### src/rtl/mips_pkg.sv
// Shared constants and types for the multicycle MIPS datapath: register widths,
// architectural register indices and the register-destination select encoding.
package mips_pkg;

    localparam int MIPS_DATA_W = 32;
    localparam int MIPS_ADDR_W = 5;
    localparam int MIPS_DEPTH  = 2 ** MIPS_ADDR_W;

    localparam logic [MIPS_ADDR_W-1:0] REG_ZERO = 5'd0;
    localparam logic [MIPS_ADDR_W-1:0] REG_SP   = 5'd29;
    localparam logic [MIPS_ADDR_W-1:0] REG_RA   = 5'd31;

    localparam logic [MIPS_DATA_W-1:0] SP_RESET_DEFAULT = 32'd227;

    // Destination choices produced by the register-destination select stage.
    typedef enum logic [2:0] {
        RDST_RT = 3'd0,
        RDST_RD = 3'd1,
        RDST_RS = 3'd2,
        RDST_SP = 3'd3,
        RDST_RA = 3'd4
    } reg_dst_e;

    function automatic logic [MIPS_ADDR_W-1:0] sel_write_reg(
        input reg_dst_e                 sel,
        input logic [MIPS_ADDR_W-1:0]   rs,
        input logic [MIPS_ADDR_W-1:0]   rt,
        input logic [MIPS_ADDR_W-1:0]   rd
    );
        case (sel)
            RDST_RD: return rd;
            RDST_RS: return rs;
            RDST_SP: return REG_SP;
            RDST_RA: return REG_RA;
            default: return rt;
        endcase
    endfunction

endpackage

### src/rtl/reg_bank_rport.sv
// One combinational read port of reg_bank: forces index 0 to zero and, when
// REG_BANK_BYPASS_EN is defined, forwards same-cycle write data on an index match.
module reg_bank_rport
    import mips_pkg::*;
#(
    parameter int DATA_W = MIPS_DATA_W,
    parameter int ADDR_W = MIPS_ADDR_W
) (
    input  logic [ADDR_W-1:0] raddr_i,
    input  logic [DATA_W-1:0] stored_i,
    input  logic              wen_i,
    input  logic [ADDR_W-1:0] waddr_i,
    input  logic [DATA_W-1:0] wdata_i,
    output logic [DATA_W-1:0] rdata_o
);

    logic bypass_hit;

`ifdef REG_BANK_BYPASS_EN
    // wen_i already excludes reset and writes to index 0.
    assign bypass_hit = wen_i && (waddr_i == raddr_i);
`else
    logic unused_bypass;
    assign bypass_hit    = 1'b0;
    assign unused_bypass = ^{wen_i, waddr_i, wdata_i};
`endif

    always_comb begin
        if (raddr_i == '0) begin
            rdata_o = '0;
        end else if (bypass_hit) begin
            rdata_o = wdata_i;
        end else begin
            rdata_o = stored_i;
        end
    end

endmodule

### src/rtl/reg_bank.sv
// 32-entry MIPS general-purpose register bank: two combinational read ports and one
// synchronous write port. Optional same-cycle write-through: REG_BANK_BYPASS_EN.
module reg_bank
    import mips_pkg::*;
#(
    parameter int                DATA_W   = MIPS_DATA_W,
    parameter int                ADDR_W   = MIPS_ADDR_W,
    parameter logic [DATA_W-1:0] SP_RESET = DATA_W'(SP_RESET_DEFAULT)
) (
    input  logic              clk,
    input  logic              reset,
    input  logic              RegWrite,
    input  logic [ADDR_W-1:0] ReadReg1,
    input  logic [ADDR_W-1:0] ReadReg2,
    input  logic [ADDR_W-1:0] WriteReg,
    input  logic [DATA_W-1:0] WriteData,
    output logic [DATA_W-1:0] ReadData1,
    output logic [DATA_W-1:0] ReadData2
);

    localparam int DEPTH = 2 ** ADDR_W;

    logic [DATA_W-1:0] bank_q [DEPTH];
    logic [DATA_W-1:0] bank_d [DEPTH];
    logic              wr_en;

    assign wr_en = RegWrite && reset && (WriteReg != '0);

    always_comb begin
        // NOTE: every always_comb output gets a full default first, so no latch is inferred.
        bank_d = bank_q;
        if (wr_en) begin
            bank_d[WriteReg] = WriteData;
        end
    end

    // NOTE: the bank is built from flops, so every entry takes the async reset; a RAM macro could not.
    always_ff @(posedge clk or negedge reset) begin
        if (!reset) begin
            for (int i = 0; i < DEPTH; i++) begin
                bank_q[i] <= '0;
            end
            bank_q[ADDR_W'(REG_SP)] <= SP_RESET;
        end else begin
            bank_q <= bank_d;
        end
    end

    reg_bank_rport #(
        .DATA_W (DATA_W),
        .ADDR_W (ADDR_W)
    ) u_rport1 (
        .raddr_i  (ReadReg1),
        .stored_i (bank_q[ReadReg1]),
        .wen_i    (wr_en),
        .waddr_i  (WriteReg),
        .wdata_i  (WriteData),
        .rdata_o  (ReadData1)
    );

    reg_bank_rport #(
        .DATA_W (DATA_W),
        .ADDR_W (ADDR_W)
    ) u_rport2 (
        .raddr_i  (ReadReg2),
        .stored_i (bank_q[ReadReg2]),
        .wen_i    (wr_en),
        .waddr_i  (WriteReg),
        .wdata_i  (WriteData),
        .rdata_o  (ReadData2)
    );

endmodule
### config.mk
export PLATFORM = sky130hd
export DESIGN_NAME = reg_bank
export DESIGN_NICKNAME = d
export VERILOG_FILES = /design/src/rtl/mips_pkg.sv /design/src/rtl/reg_bank_rport.sv /design/src/rtl/reg_bank.sv
export SDC_FILE = /design/constraint.sdc
export NUM_CORES = 2
export LEC_CHECK = 0
export ABC_AREA = 0
export ABC_CLOCK_PERIOD_IN_PS = 1740
export BUFFER_PORTS_ARGS = -buffer_cell sky130_fd_sc_hd__buf_2
export CAP_MARGIN = 30
export CORE_AREA = 2 2 313 315
export CTS_CLUSTER_SIZE = 14
export DETAILED_ROUTE_END_ITERATION = 12
export DIE_AREA = 0 0 315 317
export PLACE_DENSITY_LB_ADDON = 0.05
export SLEW_MARGIN = 20
export SYNTH_ARGS = -nofsm -noshare
export SYNTH_HDL_FRONTEND = slang
export SYNTH_SLANG_ARGS = --single-unit
### constraint.sdc
create_clock -name clk -period 1.74 [get_ports clk]
set_clock_uncertainty 0.1 [all_clocks]
set_input_delay 0.087 -clock clk [delete_from_list [all_inputs] [get_ports clk]]
set_output_delay 0.087 -clock clk [all_outputs]
set_load 0.05 [all_outputs]
==> results by stage <==
Run status:
- The run finished, with violations left.
- The final reports fail on setup timing.

Place:
- The routability congestion estimate is 0.873.
- The sum of net half-perimeters after detailed placement is 123000 um.
- The number of port buffers is 113.

Setup path:
- STA classifies the critical path startpoint as a flop.
- The worst setup path is captured at a primary output.
- The maximum single-stage delay on the critical path is 0.47 ns.
- The cell occurring most often along the worst timing path is buf_12.
- The critical path is of the flop to primary output type.
- The highest net fanout along the worst path is 3.
- The critical path goes through mux4_2 > nor2b_1 > a211oi_2 > buf_4 > a311oi_4 > buf_12 > buf_12.
- In this design, the largest share of critical-path delay is due to buffers and inverters.
- The critical path contains buffers and inverters numbering 3 combined.
- The arrival time at the worst endpoint is 2.47 ns.
- The slowest cell on the critical path is mux4_2.
- For the worst setup path, the data required time is 1.55 ns.

Synth:
- The share of the synthesized area in the top cell type is 0.467.
- Counting every net in the synthesized netlist gives 3673.
- The commonest cells after synthesis are dfrtp_1 (1019), mux2_2 (982), mux4_2 (448), clkbuf_1 (239), buf_2 (168).
- Counting every instance in the synthesized netlist gives 3623.
- For this run, the number of Yosys warnings is 0.
- The proportion of register bits with asynchronous set or reset after synthesis is 1.00.
- Of the total synthesized cell area, the portion taken by AND, OR, NAND and NOR gates is 0.0171.
- The synthesized design spends more area on one cell type than any other, namely dfrtp_1.
- The fraction of the mapped netlist area in compound gates is 0.0481.
- Yosys mapped a number of flops with a built-in enable equal to 0.
- Of the total synthesized cell area, the portion taken by full adders, half adders and majority gates is 0.
- The top flip-flop cell by instance count after synthesis is dfrtp_1.
- In this run the cell area of the synthesized design comes to 54600 sq um.
- By area, the combinational part of the netlist is dominated by multiplexers.
- Of the synthesized area, sequential elements account for 0.470.
- Synthesis instantiated 37 different standard cells from the library.
- By instance count, the leading cell after synthesis is dfrtp_1.
- The number of register bits inferred by synthesis is 1024.
- Sorting the synthesized cells by area gives the leading types as dfrtp_1 (47%), mux2_2 (20%), mux4_2 (18%).
- The multiplexer area fraction after synthesis is 0.430.
- The xor and xnor area share after synthesis is 0.
- The mean instance size in the synthesized netlist is 15.1 sq um.

Route:
- The total wire length is 192000 um.
- The wire length per cell after detailed routing is 35.0 um.
- In the routed layout, each cell is associated on average with a via count of 6.93.
- The DRC violations left is 0.
- The final route contains 38000 vias.
- The first-pass detailed-route iteration total is 5.
- In this run the remaining antenna-violating nets after routing total 0.
- For this block, the initial DRC count from the detailed router was 3636.

Timing:
- The number of pins with negative max-slew slack in the final report is 0.
- The worst max-slew margin expressed relative to the limit is 0.266.
- The shortest period the worst path allows is 2.66 ns.
- The share of the clock period used by the worst path after layout is 1.53.
- Setup violations remaining at the end of the flow were counted as 65.
- For the pin with the worst max-slew slack, the measured transition is 1.10 ns.
- The worst-case setup margin in the final layout is -0.916 ns.
- The count of endpoints failing hold in the final timing report is 0.
- The setup TNS is -50.00 ns.
- Setup repair after global routing could not meet its margin everywhere.
- Timing would allow up to 377 MHz.

GRT:
- The aggregate global-route resource usage is 0.389.
- Entering global routing, the biggest net connects 169 pins.
- After global routing the overflow that remains totals 0.
- The initial antenna violation count is 6.
- The via count of the first global-routing pass is 40500.
- The global-route wire length before repair is 280000 um.

Pwr:
- VDD sags by at most 0.804 mV.
- Power spread over the standard cell area amounts to 994 nW/um^2.
- The analysis attributes to cell leakage a power of 31.1 nW.
- The overall power consumption is 0.0700 W.

Final layout:
- The core occupancy in the finished layout is 0.731.
- The number of flip-flops in the largest register is 1024.
- The layout net count is 4160.
- The largest registers in the layout are bank_q x1024.
- Of the cells placed in the final design, the portion with a size suffix greater than 1 is 0.668.
- The area overhead of the layout relative to synthesis is 29.0%.
- More flip-flops sit in one register than any other, and that register is bank_q.

Hold path:
- The worst min-delay path category is input port to flop.

Clock network:
- The number of clock buffers inserted by TritonCTS is 114.
- The number of sinks on the clock net is 1024.
- TritonCTS built the clock tree.
- The maximum clock path buffer count is 3.
- The clock reaches the later pin of the worst-skew pair after 0.71 ns.
- The buffer cell driving the clock tree root is clkbuf_16.
- The H-tree was split into 3 levels.
- The clock transition at the register clock pins on the worst setup and hold paths after CTS is 0.06 ns.

Die:
- The area of the core region is 96300 sq um.
- The die height is 317 um.
- The area enclosed by the die boundary is 99900 sq um.
- The number of I/O pins is 114.
- The die is 315 um wide.
- The initial utilization of the core area, before any placement, comes to 0.567.
- The floorplan row count is 114.

Run:
- The max-cap check violation count is 0.
what timing repair did:
item / in CTS / in global routing
hold buffers: 35 / 0
setup endpoints to repair: 64 / 745
hold endpoints to repair: 1078 / 0
pin swaps: 80 / 38
resized for setup: 230 / 86
gates cloned: 0 / 3
buffers inserted: 12 / 21
final timing paths:
| check | cells past startpoint | endpoint | slack [ns] | start |
|---|---|---|---|---|
| max | 7 | ReadData1[18] | -0.92 | bank_q[754] |
| min | 4 | bank_q[490] | 0.06 | WriteReg[1] |
| max reg2reg | 3 | bank_q[544] | 0.62 | bank_q[544] |
| min reg2reg | 0 | bank_q[1020] | 0.29 | bank_q[1020] |
| max in group asynchronous | 5 | bank_q[1018] | 0.10 | reset |
| min in group asynchronous | 4 | bank_q[447] | 0.11 | reset |
final cells by class:
class,instances,area [sq um]
multi-input cells,2170,30200
fillers,5970,25900
flip-flops and latches,1024,25600
repair buffers,798,8950
clock buffers,162,3400
well taps,1276,1600
clock inverters,49,629
inverters,2,12.5
diodes,2,5.00
worst reg2reg max path: stages (launching register included):
cell and delay, ns:
dfrtp_1 0.40, buf_4 0.14, buf_4 0.12, mux2_2 0.25
where the power goes:
part	switching, W	internal (W)
clock network	0.0103	0.0155
registers	0.00233	0.0269
logic	0.00653	0.00841
cell families after synthesis:
kind of cell,Yosys count
and+or+nand+nor,173
buffers and inverters,429
muxes,1632
AOI/OAI and AO/OA,365
DFF,1024
stage by stage:
| stage | setup slack, ns | cells | cell area, sq um | hold WS [ns] |
|---|---|---|---|---|
| 2_1_floorplan | -0.0769 | 3623 | 56700 | -0.309 |
| 3_3_place_gp | -0.641 | 5202 | 64200 | 0.258 |
| 3_5_place_dp | -0.603 | 5202 | 64200 | 0.262 |
| 4_1_cts | -0.899 | 5457 | 69700 | 0.0168 |
| 5_1_grt | -0.954 | 5482 | 70400 | 0.0561 |
| 6_report | -0.916 | 5483 | 70400 | 0.0564 |
routing by layer:
metal | up-vias | share of wire | GRT usage
met3 | 562 | 0.094 | 0.103
li1 | 15100 | - | -
met1 | 20500 | 0.39 | 0.527
met5 | - | 0.00034 | 0.00142
met2 | 1886 | 0.46 | 0.589
met4 | 10 | 0.055 | 0.190
cells in the final DEF, fill, tap and decap left out, types with 14 or more instances in the layout:
cell type      count
buf_12           214
o21ai_1           40
o21ai_2           31
mux2_4           101
clkbuf_8          30
buf_4            469
mux2i_1          124
nor2_4            24
a221oi_2          43
buf_2             40
clkinv_2          27
a211oi_2          48
buf_6             27
a22oi_1           39
o21ai_4           38
dfrtp_1         1019
a311oi_4          64
clkbuf_1          15
nand2_1           42
mux2_1            14
a22oi_2           25
nor2b_1           36
nor2b_4           27
mux4_2           448
mux2_2           941
dlygate4sd3_1     35
clkbuf_16        120
Power figures use the tool's default switching activity.
